`src/rtl/fifo_flags_if.sv`:
```
// Handshake and status bundle for fifo_flags: the controller side drives requests,
// the FIFO side returns read data and occupancy flags.
interface fifo_flags_if #(
    parameter int DATA_WIDTH = 6
);
    logic                  enb;
    logic                  push;
    logic [DATA_WIDTH-1:0] data_in;
    logic                  pop;
    logic                  pausa;
    logic [DATA_WIDTH-1:0] data_out;
    logic                  valid_out;
    logic                  full;
    logic                  almost_full;
    logic                  empty;
    logic                  almost_empty;
    logic                  error_full;

    modport master (
        output enb, push, data_in, pop, pausa,
        input  data_out, valid_out, full, almost_full, empty, almost_empty, error_full
    );

    modport slave (
        input  enb, push, data_in, pop, pausa,
        output data_out, valid_out, full, almost_full, empty, almost_empty, error_full
    );
endinterface

```
`src/rtl/fifo_flags.sv`:
```
// Synchronous FIFO with registered read port, occupancy flags and a sticky
// overflow indicator. Flags decode only the registered count.
module fifo_flags #(
    parameter int DATA_WIDTH      = 6,
    parameter int ADDR_WIDTH      = 3,
    parameter int ALMOST_FULL_TH  = 6,
    parameter int ALMOST_EMPTY_TH = 2
) (
    input  logic         clk,
    input  logic         rst,
    fifo_flags_if.slave  bus
);
    localparam int DEPTH = 1 << ADDR_WIDTH;
    localparam logic [ADDR_WIDTH:0] DepthCnt   = DEPTH[ADDR_WIDTH:0];
    localparam logic [ADDR_WIDTH:0] AlmFullCnt = ALMOST_FULL_TH[ADDR_WIDTH:0];
    localparam logic [ADDR_WIDTH:0] AlmEmptCnt = ALMOST_EMPTY_TH[ADDR_WIDTH:0];

    logic [DATA_WIDTH-1:0] mem [DEPTH];
    logic [ADDR_WIDTH-1:0] wrPtr;
    logic [ADDR_WIDTH-1:0] rdPtr;
    logic [ADDR_WIDTH:0]   count;
    logic [DATA_WIDTH-1:0] dataOut;
    logic                  validOut;
    logic                  errorFull;

    logic popAcc;
    logic pushAcc;
    logic isFull;
    logic isEmpty;

    // Accept decisions; a push into a full FIFO is only legal when a pop frees a slot.
    always_comb begin
        isFull  = (count == DepthCnt);
        isEmpty = (count == '0);
        popAcc  = bus.enb & bus.pop & ~bus.pausa & ~isEmpty;
        pushAcc = bus.enb & bus.push & (~isFull | popAcc);
    end

    // Storage array; contents are not reset, stale words are unreachable after reset.
    always_ff @(posedge clk) begin
        if (!rst && pushAcc) begin
            mem[wrPtr] <= bus.data_in;
        end
    end

    // Pointers, occupancy, read register and sticky overflow flag.
    always_ff @(posedge clk) begin
        if (rst) begin
            wrPtr     <= '0;
            rdPtr     <= '0;
            count     <= '0;
            dataOut   <= '0;
            validOut  <= 1'b0;
            errorFull <= 1'b0;
        end else begin
            // popAcc already includes enb, so a disabled cycle forces this low.
            validOut <= popAcc;
            if (pushAcc) begin
                wrPtr <= wrPtr + ADDR_WIDTH'(1);
            end
            if (popAcc) begin
                dataOut <= mem[rdPtr];
                rdPtr   <= rdPtr + ADDR_WIDTH'(1);
            end
            unique case ({pushAcc, popAcc})
                2'b10:   count <= count + (ADDR_WIDTH + 1)'(1);
                2'b01:   count <= count - (ADDR_WIDTH + 1)'(1);
                default: count <= count;
            endcase
            if (bus.enb && bus.push && !pushAcc) begin
                errorFull <= 1'b1;
            end
        end
    end

    // Status outputs straight from registered state.
    always_comb begin
        bus.data_out     = dataOut;
        bus.valid_out    = validOut;
        bus.full         = isFull;
        bus.empty        = isEmpty;
        bus.almost_full  = (count >= AlmFullCnt);
        bus.almost_empty = (count <= AlmEmptCnt);
        bus.error_full   = errorFull;
    end
endmodule

```
`src/flat_wrapper.sv`:
```
// flat-port wrapper written by rule: the top's interface ports become plain ports
module fifo_flags_flat 
#(
    parameter int DATA_WIDTH      = 6,
    parameter int ADDR_WIDTH      = 3,
    parameter int ALMOST_FULL_TH  = 6,
    parameter int ALMOST_EMPTY_TH = 2
)
  (clk, rst, bus_enb, bus_push, bus_data_in, bus_pop, bus_pausa, bus_data_out, bus_valid_out, bus_full, bus_almost_full, bus_empty, bus_almost_empty, bus_error_full);
  fifo_flags_if #(.DATA_WIDTH(DATA_WIDTH)) bus_i ();
  input  logic clk;
  input  logic rst;
  input wire logic [$bits(bus_i.enb)-1:0] bus_enb;
  input wire logic [$bits(bus_i.push)-1:0] bus_push;
  input wire logic [$bits(bus_i.data_in)-1:0] bus_data_in;
  input wire logic [$bits(bus_i.pop)-1:0] bus_pop;
  input wire logic [$bits(bus_i.pausa)-1:0] bus_pausa;
  output wire logic [$bits(bus_i.data_out)-1:0] bus_data_out;
  output wire logic [$bits(bus_i.valid_out)-1:0] bus_valid_out;
  output wire logic [$bits(bus_i.full)-1:0] bus_full;
  output wire logic [$bits(bus_i.almost_full)-1:0] bus_almost_full;
  output wire logic [$bits(bus_i.empty)-1:0] bus_empty;
  output wire logic [$bits(bus_i.almost_empty)-1:0] bus_almost_empty;
  output wire logic [$bits(bus_i.error_full)-1:0] bus_error_full;
  assign bus_i.enb = bus_enb;
  assign bus_i.push = bus_push;
  assign bus_i.data_in = bus_data_in;
  assign bus_i.pop = bus_pop;
  assign bus_i.pausa = bus_pausa;
  assign bus_data_out = bus_i.data_out;
  assign bus_valid_out = bus_i.valid_out;
  assign bus_full = bus_i.full;
  assign bus_almost_full = bus_i.almost_full;
  assign bus_empty = bus_i.empty;
  assign bus_almost_empty = bus_i.almost_empty;
  assign bus_error_full = bus_i.error_full;
  fifo_flags #(.DATA_WIDTH(DATA_WIDTH), .ADDR_WIDTH(ADDR_WIDTH), .ALMOST_FULL_TH(ALMOST_FULL_TH), .ALMOST_EMPTY_TH(ALMOST_EMPTY_TH)) u_core (.clk(clk), .rst(rst), .bus(bus_i));
endmodule
```
`config.mk`:
```
export PLATFORM = sky130hd
export DESIGN_NAME = fifo_flags_flat
export DESIGN_NICKNAME = d
export VERILOG_FILES = /design/src/rtl/fifo_flags_if.sv /design/src/rtl/fifo_flags.sv /design/src/flat_wrapper.sv
export SDC_FILE = /design/constraint.sdc
export NUM_CORES = 1
export LEC_CHECK = 0
export BUFFER_PORTS_ARGS = -buffer_cell sky130_fd_sc_hd__buf_2
export CORE_ASPECT_RATIO = 0.5
export CORE_MARGIN = 1.5
export CORE_UTILIZATION = 55
export CTS_BUF_LIST = sky130_fd_sc_hd__clkbuf_8
export DETAILED_ROUTE_END_ITERATION = 10
export HOLD_SLACK_MARGIN = 0.12
export PLACE_DENSITY_LB_ADDON = 0.2
export SETUP_SLACK_MARGIN = 0.05
export SKIP_CTS_REPAIR_TIMING = 1
export SLEW_MARGIN = 10
export SYNTH_ARGS = -nofsm -noshare
export SYNTH_HDL_FRONTEND = slang
export SYNTH_SLANG_ARGS = --single-unit
```
`constraint.sdc`:
```
create_clock -name clk -period 3.75 [get_ports clk]
set_input_delay 0.1875 -clock clk [delete_from_list [all_inputs] [get_ports clk]]
set_output_delay 0.1875 -clock clk [all_outputs]
set_load 0.01 [all_outputs]
```
Yosys cells after proc, flatten, opt, wreduce, memory -nomap -nowiden
Memories as Yosys holds them, arrays and structs flattened. A register that Yosys moved wholly into a read port is not among the register bits.
Index checks and enable logic that the tools add are counted.
{ "word_totals": {"input_bits": 12, "ramBits": 48, "latch_bits": 0, "n_memories": 1, "rom_bits": 0, "reg_bits": 12} }
{ "classes": {"order_cmp": 2, "n_mux": 3, "n_eq_ne": 3, "addsub": 4, "multipliers": 0, "bitwise": 9, "div_mod_pow": 0, "n_shift": 0, "n_reduce_logical": 7} }
{ "memory_table": {"columns": ["name", "words", "word_bits", "read_ports", "rd_ports_with_merged_regs", "write_ports", "line", "text"], "rows": [
  ["u_core.mem", 8, 6, 1, 1, 1, "fifo_flags.sv:18", "logic [DATA_WIDTH-1:0] mem [DEPTH];"]
]} }
{ "ops": {"columns": ["op", "count"], "rows": [
  ["$pmux W4 S2", 1],
  ["$add A3 B1 Y3 const B", 2],
  ["$and A1 B1 Y1", 5],
  ["$add A4 B1 Y4 const B", 1],
  ["$eq A4 B4 Y1 const B", 1],
  ["$ge A4 B3 Y1 const B", 1],
  ["$le A4 B2 Y1 const B", 1],
  ["$logic_not A4 Y1", 1],
  ["$sub A4 B1 Y4 const B", 1],
  ["$logic_and A1 B1 Y1", 3],
  ["$not A1 Y1", 3],
  ["$eq A2 B1 Y1 const B", 1],
  ["$eq A2 B2 Y1 const B", 1],
  ["$logic_not A1 Y1", 2],
  ["$mux W1", 2],
  ["$reduce_bool A2 Y1", 1],
  ["$or A1 B1 Y1", 1]
]} }

Depth between registers and ports, before layout
Gate-level depths: netlist of the first run.
{ "logic_depth": {"ltp_word": 8, "mapped_depth": 8, "ltp_nobuf": 8} }

Worst setup path before layout of the first run
No wires, ideal clock.
{ "synth_path": {"kind": "flip-flop to flip-flop", "startpoint": "reg u_core.count[0]", "endpoint": "reg u_core.count[3]", "path_slack_ns": 1.402, "synth_period_minus_slack_ns": 2.348, "required_time_ns": 3.659, "t_arrival_ns": 2.257, "stages_incl_launch_ff": 9, "path_cell_list": "dfxtp_1 or4_4 nand3_1 nor2_1 ha_1 a21oi_1 and2_1 mux2_2 a311oi_1"} }
{ "synth_via": {"elab_chain_len": 7} }
{ "synth_lines": {"columns": ["element", "line", "text"], "rows": [
  ["start, declared", "fifo_flags.sv:21", "logic [ADDR_WIDTH:0] count;"],
  ["start signal, assigned", "fifo_flags.sv:66", "2'b10: count <= count + (ADDR_WIDTH + 1)'(1);"],
  ["start signal, assigned", "fifo_flags.sv:67", "2'b01: count <= count - (ADDR_WIDTH + 1)'(1);"],
  ["start signal, assigned", "fifo_flags.sv:68", "default: count <= count;"],
  ["$logic_not A4 Y1", "fifo_flags.sv:34", "isEmpty = (count == '0);"],
  ["$not A1 Y1", "fifo_flags.sv:35", "popAcc = bus.enb & bus.pop & ~bus.pausa & ~isEmpty;"],
  ["$and A1 B1 Y1", "fifo_flags.sv:35", null],
  ["$or A1 B1 Y1", "fifo_flags.sv:36", "pushAcc = bus.enb & bus.push & (~isFull | popAcc);"],
  ["$and A1 B1 Y1", "fifo_flags.sv:36", null],
  ["$eq A2 B1 Y1 or $eq A2 B2 Y1 (tied branches)", "fifo_flags.sv:65", "unique case ({pushAcc, popAcc})"],
  ["$pmux W4 S2 or $reduce_bool A2 Y1 (tied branches)", null, null]
]} }
Several ways; a longest one is shown, not always the timed one.
A chain may end at the register's enable or synchronous reset.

Final worst setup path of the first run
Same ends and word-level chain as after synthesis.

==> flow_summary.ini, run 1 <==
[synthesis]
yosysUniqueCellTypes = 39
syn_area_um2 = 2750
synth_top_cell_by_area = edfxtp_1
syn_nets = 201
avgSynthCellArea_um2 = 14.9
synthTopCellsByArea = edfxtp_1, dfxtp_1, mux4_2, nor2_1, mux2i_1
yosysSeqAreaShare_pct = 65.6
ys_warn_count = 0
syn_inst = 184
ys_ff_latch = 66
synth_top_cell_area_share_pct = 52.5

[clock_tree]
cts_buffer_depth = 2
cts-root-buf = clkbuf_8
cts_buffers = 9
h-tree-depth = 3
tritoncts = done
worstSkewPairLatency_ns = 0.33
cts.sinks = 66
clk_pin_slew_worst_paths_ns = 0.07

[sta]
fin_tns_setup_ns = 0
fin_crit_sh_pct = 69.5
fmax_ghz = 0.383
hold_viol = 0
worst_slew_pin_slew_ns = 0.924
setup_viol = 0
fin_crit_ns = 2.61
slew_headroom_pct = 38.3
rsz0062_at_grt = false
finalClockSkew_ns = 0.00568
slew_viol_final = 0
worst_slack_ns = 1.14

[pwr]
p_int_mw = 1.21
combPwrFrac_pct = 6.4
p_leak_nw = 1.09
p_sw_mw = 0.338
clkPwrFrac_pct = 41.4
p_per_area_nw_per_um2 = 492
p_sw_share_pct = 21.8
seqPwrFrac_pct = 52.2
ir_drop_uv = 271

[setup_path]
cp_num_buf_inv = 0
crit_chain = or4_4 > nand3_1 > nor2_1 > ha_1 > a21oi_1 > and2_1 > mux2_2 > a311oi_1
reg2reg_from = u_core.count[0]
max_stage_delay_ns = 0.58
crit_path_end_kind = flop
timing.rr.end = u_core.count[3]
crit_type = flop to flop
critical_path_depth = 8
worstRegToRegCells = 8
startpoint_type = flop
r2r_slack_ns = 1.14
cp-endpoint = u_core.count[3]
worstPathArrival_ns = 2.85
slowest_stage = or4_4
required_ns = 3.99
crit_path_start = u_core.count[0]
crit_fanout = 7
cp_top_family = simple AND/OR/NAND/NOR gates

[grt]
busiest_layer = met2
grt.overflow.total = 0
met3_usage_pct = 6.87
grtUsageMet1_pct = 27.2
antenna_found_initial = 0
grt_pass1_wl_mm = 7.85
grt_pass1_vias = 1537
grt_max_degree = 18
grt_use_total_pct = 21.6
use_met2_pct = 34.9

[floorplan]
die-area_um2 = 5450
die_w_um = 103
initial_core_util_pct = 59.8
die_h_um = 53.0
core_area_um2 = 4590
pin_count = 24
rows = 17

[drt]
drt-total-wl_mm = 5.20
vias_per_cell = 5.64
first_pass_iters = 4
drc = 0
route.vias.total = 1603
drt_iter0_drc = 102
wl_per_cell_um = 18.3
ant_nets = 0

[placement]
dp_hpwl_mm = 3.37
port_buffers = 23
dp_slack_ns = 1.17
place_congestion = 0.894
dpl_cell_area_um2 = 2920

[cells_and_area]
antenna-diode-count = 0
fin_area_um2 = 3140
fin_nets = 230
utilization_pct = 68.4
final_layout_size_suffix_gt1_share_pct = 26.6
area_growth_pct = 14.4

[worst_hold_path]
hp-class = input port to flop

[outcome]
outcome = finished, final reports clean

[job]
maxCapViolations = 0
-- how the worst min path moves through the flow --
stage	end	start	cells after the start
global route	u_core.mem[3][3]	bus_data_in[3]	1
CTS	u_core.mem[2][2]	bus_data_in[2]	1
detailed placement	u_core.mem[6][4]	bus_data_in[4]	1
finish	u_core.mem[5][2]	bus_data_in[2]	1
floorplan	u_core.mem[0][0]	bus_data_in[0]	0
global placement	u_core.mem[2][5]	bus_data_in[5]	1
-- cell usage in the layout, fill, tap and decap left out, types with 3 or more instances in the layout --
cell	netlist	final
edfxtp_1	48	48
buf_2	1	23
nor2_1	20	20
dfxtp_1	18	18
mux4_2	12	12
a21oi_1	10	10
clkbuf_8	0	9
o21ai_0	8	8
mux2i_1	7	7
nand2_1	6	6
inv_1	5	5
ha_1	4	4
and2_1	3	3
nand3_1	3	3
nand2b_1	3	3
-- synthesized netlist by cell type --
| cell type | n |
|---|---|
| a211oi_1 | 2 |
| a21oi_1 | 10 |
| a21o_1 | 1 |
| nand4_1 | 1 |
| nor2b_1 | 2 |
| nor3_1 | 2 |
| o21ai_0 | 8 |
| a31o_2 | 1 |
| and3_4 | 1 |
| a311oi_1 | 2 |
| mux2i_1 | 7 |
| clkbuf_1 | 4 |
| nor2_1 | 20 |
| edfxtp_1 | 48 |
| buf_1 | 1 |
| nand2_1 | 6 |
| buf_2 | 1 |
| mux4_2 | 12 |
| clkinv_1 | 1 |
| nand2b_1 | 3 |
| a22o_4 | 1 |
| a221oi_1 | 2 |
| buf_6 | 1 |
| ha_1 | 4 |
| fa_1 | 1 |
| inv_1 | 5 |
| xnor2_1 | 1 |
| mux2_4 | 1 |
| or4_4 | 1 |
| a32o_1 | 1 |
| xor2_1 | 2 |
| or3_1 | 1 |
| nand3b_1 | 1 |
| nor4_1 | 2 |
| dfxtp_1 | 18 |
| mux2_2 | 1 |
| nand3_1 | 3 |
| a31oi_1 | 2 |
| and2_1 | 3 |
-- stage by stage --
stage / instances / hold WS [ns] / power [mW]
6_report: 284 / 0.120 / 1.55
5_1_grt: 284 / 0.123 / 1.59
4_1_cts: 284 / 0.109 / 1.56
3_5_place_dp: 268 / 0.458 / 0.921
3_3_place_gp: 268 / 0.451 / 0.916
2_1_floorplan: 184 / 0.286 / 0.886
-- layout make-up --
| type | instances | area, um2 |
|---|---|---|
| fill | 333 | 1450 |
| tap | 66 | 82.6 |
| multi-input combinational | 105 | 887 |
| inverter | 6 | 22.5 |
| clock buffer | 9 | 124 |
| clock inverter | 7 | 93.8 |
| timing repair buffer | 25 | 130 |
| sequential | 66 | 1800 |
-- sequential cells by signal, summed over array words and instances (netlist names) --
name / cells
u_core.bus.data_out: 6
u_core.wrPtr: 3
u_core.rdPtr: 3
u_core.bus.error_full: 1
u_core.count: 4
u_core.bus.valid_out: 1
u_core.mem: 48
-- power groups by stage --
stage	combinational, mW	clock (mW)	sequential [mW]
2_1_floorplan	0.0675	0	0.819
3_3_place_gp	0.0952	0	0.821
3_5_place_dp	0.0984	0	0.823
4_1_cts	0.0993	0.651	0.807
5_1_grt	0.109	0.676	0.808
6_report	0.0990	0.641	0.807
-- cells by family after synthesis --
kind of cell	count (synthesis)	share of synthesized area, %
adders and majority gates	5	2.55
muxes	21	13.3
AOI/OAI and AO/OA	30	7.15
xor gates and xnor gates	3	0.957
buffers and inverters	13	2.10
and+or+nand+nor	46	8.29
DFF	66	65.6
-- metal layers --
| layer | wire length (um) | share of wire [%] | vias to the layer above |
|---|---|---|---|
| met5 | 0 | 0 | - |
| li1 | - | - | 762 |
| met3 | 320 | 6.2 | 10 |
| met2 | 2430 | 47 | 53 |
| met4 | 100 | 1.9 | 0 |
| met1 | 2360 | 45 | 778 |
-- worst reg2reg max path: stages (launching register included) --
cell and delay [ns]:
dfxtp_1 0.37, or4_4 0.58, nand3_1 0.16, nor2_1 0.09
ha_1 0.33, a21oi_1 0.18, and2_1 0.19, mux2_2 0.35
a311oi_1 0.26
Power figures use the tool's default switching activity.
==> run 2: changes to the inputs <==
- ABC_AREA: unset -> 1
- clock period: 3.75 -> 2.3 ns (I/O delays scaled with it)
==> run 2 against run 1 <==
Clock power grew 22%. Clock skew increased by 0.0039 ns. Synthesized cell count rose by 51%. Critical path type unchanged. Largest cell class unchanged. Largest power group unchanged. Highest routed layer unchanged.
==> flow_summary.ini, run 2 <==
[cells_and_area]
final_layout_size_suffix_gt1_share_pct = 18.4
fin_area_um2 = 3240
regMostFlops = u_core.mem
final_common_cell = nor2_1
largest_reg_flops = 48
area_growth_pct = 13.8
mostFrequentLayoutCells = nor2_1, edfxtp_1, nand2_1, nand3_1, buf_2
fill_cells = 398
antenna-diode-count = 0
fin_nets = 329

[grt]
met3_usage_pct = 9.32
grt.overflow.total = 0
grtUsageMet1_pct = 29.8
grt_use_total_pct = 22.0
antenna_found_initial = 0
grt_max_degree = 27
use_met2_pct = 33.0
grt_pass1_wl_mm = 8.80
busiest_layer = met2
grt_pass1_vias = 1779

[sta]
fin_crit_sh_pct = 86.1
slew_viol_final = 0
hold_viol = 0
rsz0062_at_grt = false
fin_crit_ns = 1.98
fin_tns_setup_ns = 0
setup_viol = 0
fmax_ghz = 0.505
finalClockSkew_ns = 0.00954
slew_headroom_pct = 62.8
worst_slew_pin_slew_ns = 0.555

[clock_tree]
cts_buffers = 9
h-tree-depth = 3
tritoncts = done
cts-root-buf = clkbuf_8
worstSkewPairLatency_ns = 0.34
clk_pin_slew_worst_paths_ns = 0.06
cts_buffer_depth = 2
cts.sinks = 66

[setup_path]
required_ns = 2.53
cp_num_buf_inv = 2
r2r_slack_ns = 0.32
max_stage_delay_ns = 0.35
cp_common_cell = nand3_1
worstRegToRegCells = 14
crit_type = flop to flop
cp_top_family = simple AND/OR/NAND/NOR gates
slowest_stage = dfxtp_1
crit_fanout = 13
reg2reg_from = u_core.count[2]
startpoint_type = flop
timing.rr.end = u_core.count[3]
crit_path_start = u_core.count[2]
crit_path_end_kind = flop
worstPathArrival_ns = 2.21
crit_chain = nor2_2 > nand2_2 > nand2_4 > inv_4 > nand2_8 > inv_1 > ha_1 > nand3_1 > nand3_1 > nand3_1 > nand2_2 > nand3_1 > nand2_1 > nor2_1

[outcome]
outcome = finished, final reports clean

[synthesis]
synth_top_cell_area_share_pct = 50.6
ys_ff_latch = 66
syn_inst = 277
avgSynthCellArea_um2 = 10.3
synthTopCellsByCount = nor2_1, edfxtp_1, nand2_1, nand3_1, o21ai_1
synth_top_cell_by_area = edfxtp_1
synth_most_common_cell = nor2_1
synth-edff-count = 48
syn_nets = 294
ys.flop_type = edfxtp_1
synthArstFlopShare_pct = 0
syn_area_um2 = 2850
yosysUniqueCellTypes = 26
synthTopCellsByArea = edfxtp_1, dfxtp_1, nor2_1, nand2_1, nand3_1
ys_warn_count = 0
yosysSeqAreaShare_pct = 63.3

[placement]
place_congestion = 0.879
dp_hpwl_mm = 4.05
dpl_cell_area_um2 = 3020
port_buffers = 23

[floorplan]
core_area_um2 = 4950
die-area_um2 = 5640
die_w_um = 105
rows = 18
die_h_um = 53.9
initial_core_util_pct = 57.5
pin_count = 24

[drt]
route.vias.total = 2055
drt-total-wl_mm = 5.86
first_pass_iters = 6
wl_per_cell_um = 15.2
drt_iter0_drc = 161
vias_per_cell = 5.32
drc = 0
ant_nets = 0

[pwr]
p_per_area_nw_per_um2 = 712
ir_drop_uv = 433
p_leak_nw = 1.24

[worst_hold_path]
min_from = bus_pausa
whs_endpoint = u_core.bus.valid_out
min_path_cells = 4
hp-class = input port to flop

[job]
maxCapViolations = 0
## run 2: cell count changes in the layout (fill, tap and decap cells not counted), sizes merged, moves of 12 or more
cell and change:
nand2 +40, inv +15, nor2 +37, o21ai +18, mux4 -12, nand3 +27
## run 2: worst max path at each step
stage,to,slack [ns],cells past startpoint
after floorplan,u_core.count[3],0.59,13
after global placement,u_core.count[3],0.42,14
after detailed placement,u_core.count[3],0.35,14
after CTS,u_core.count[3],0.34,14
after global routing,u_core.count[3],0.20,14
final,u_core.count[3],0.32,14
## run 2: report_power, final
part	total, mW	switching [mW]	leakage (nW)	internal [mW]
clock	0.782	0.415	0.0826	0.368
combinational	0.213	0.136	0.583	0.0763
sequential	1.31	0.0186	0.579	1.29
## run 2: metal layers
layer  part of all wire, %  routed length, um
met5                     0                  0
met4                  0.46                 27
met2                    45               2620
met1                    45               2660
met3                   9.4                552
## run 2: area by class of cell
cell class | instances | area [um2] | share of cell area (%)
clock inverter | 6 | 27.5 | 0.849
multi-input combinational | 182 | 910 | 28.1
inverter | 19 | 76.3 | 2.35
sequential | 66 | 1800 | 55.6
tap | 70 | 87.6 | 2.70
timing repair buffer | 34 | 215 | 6.64
clock buffer | 9 | 124 | 3.82
## run 2: logic make-up after synthesis
logic type	synth area share [%]
flops	63.3
buf+inv	4.79
xor+xnor	0.308
simple gates	21.6
fa+ha+maj	2.46
compound gates	7.56
## run 2: worst min-delay path, stage by stage
cell     delay (ns)
buf_2          0.09
nor2_2         0.05
nand2_4        0.14
nor2_1         0.05
## run 2: through the flow
step	utilization [%]	total power, mW	instances	hold WS (ns)	setup WS (ns)
2_1_floorplan	-	1.47	277	0.214	0.592
3_3_place_gp	61.0	1.54	364	0.396	0.424
3_5_place_dp	61.0	1.54	364	0.408	0.349
4_1_cts	64.0	2.31	379	0.0437	0.339
5_1_grt	65.4	2.40	386	0.163	0.195
6_report	65.4	2.31	386	0.167	0.319
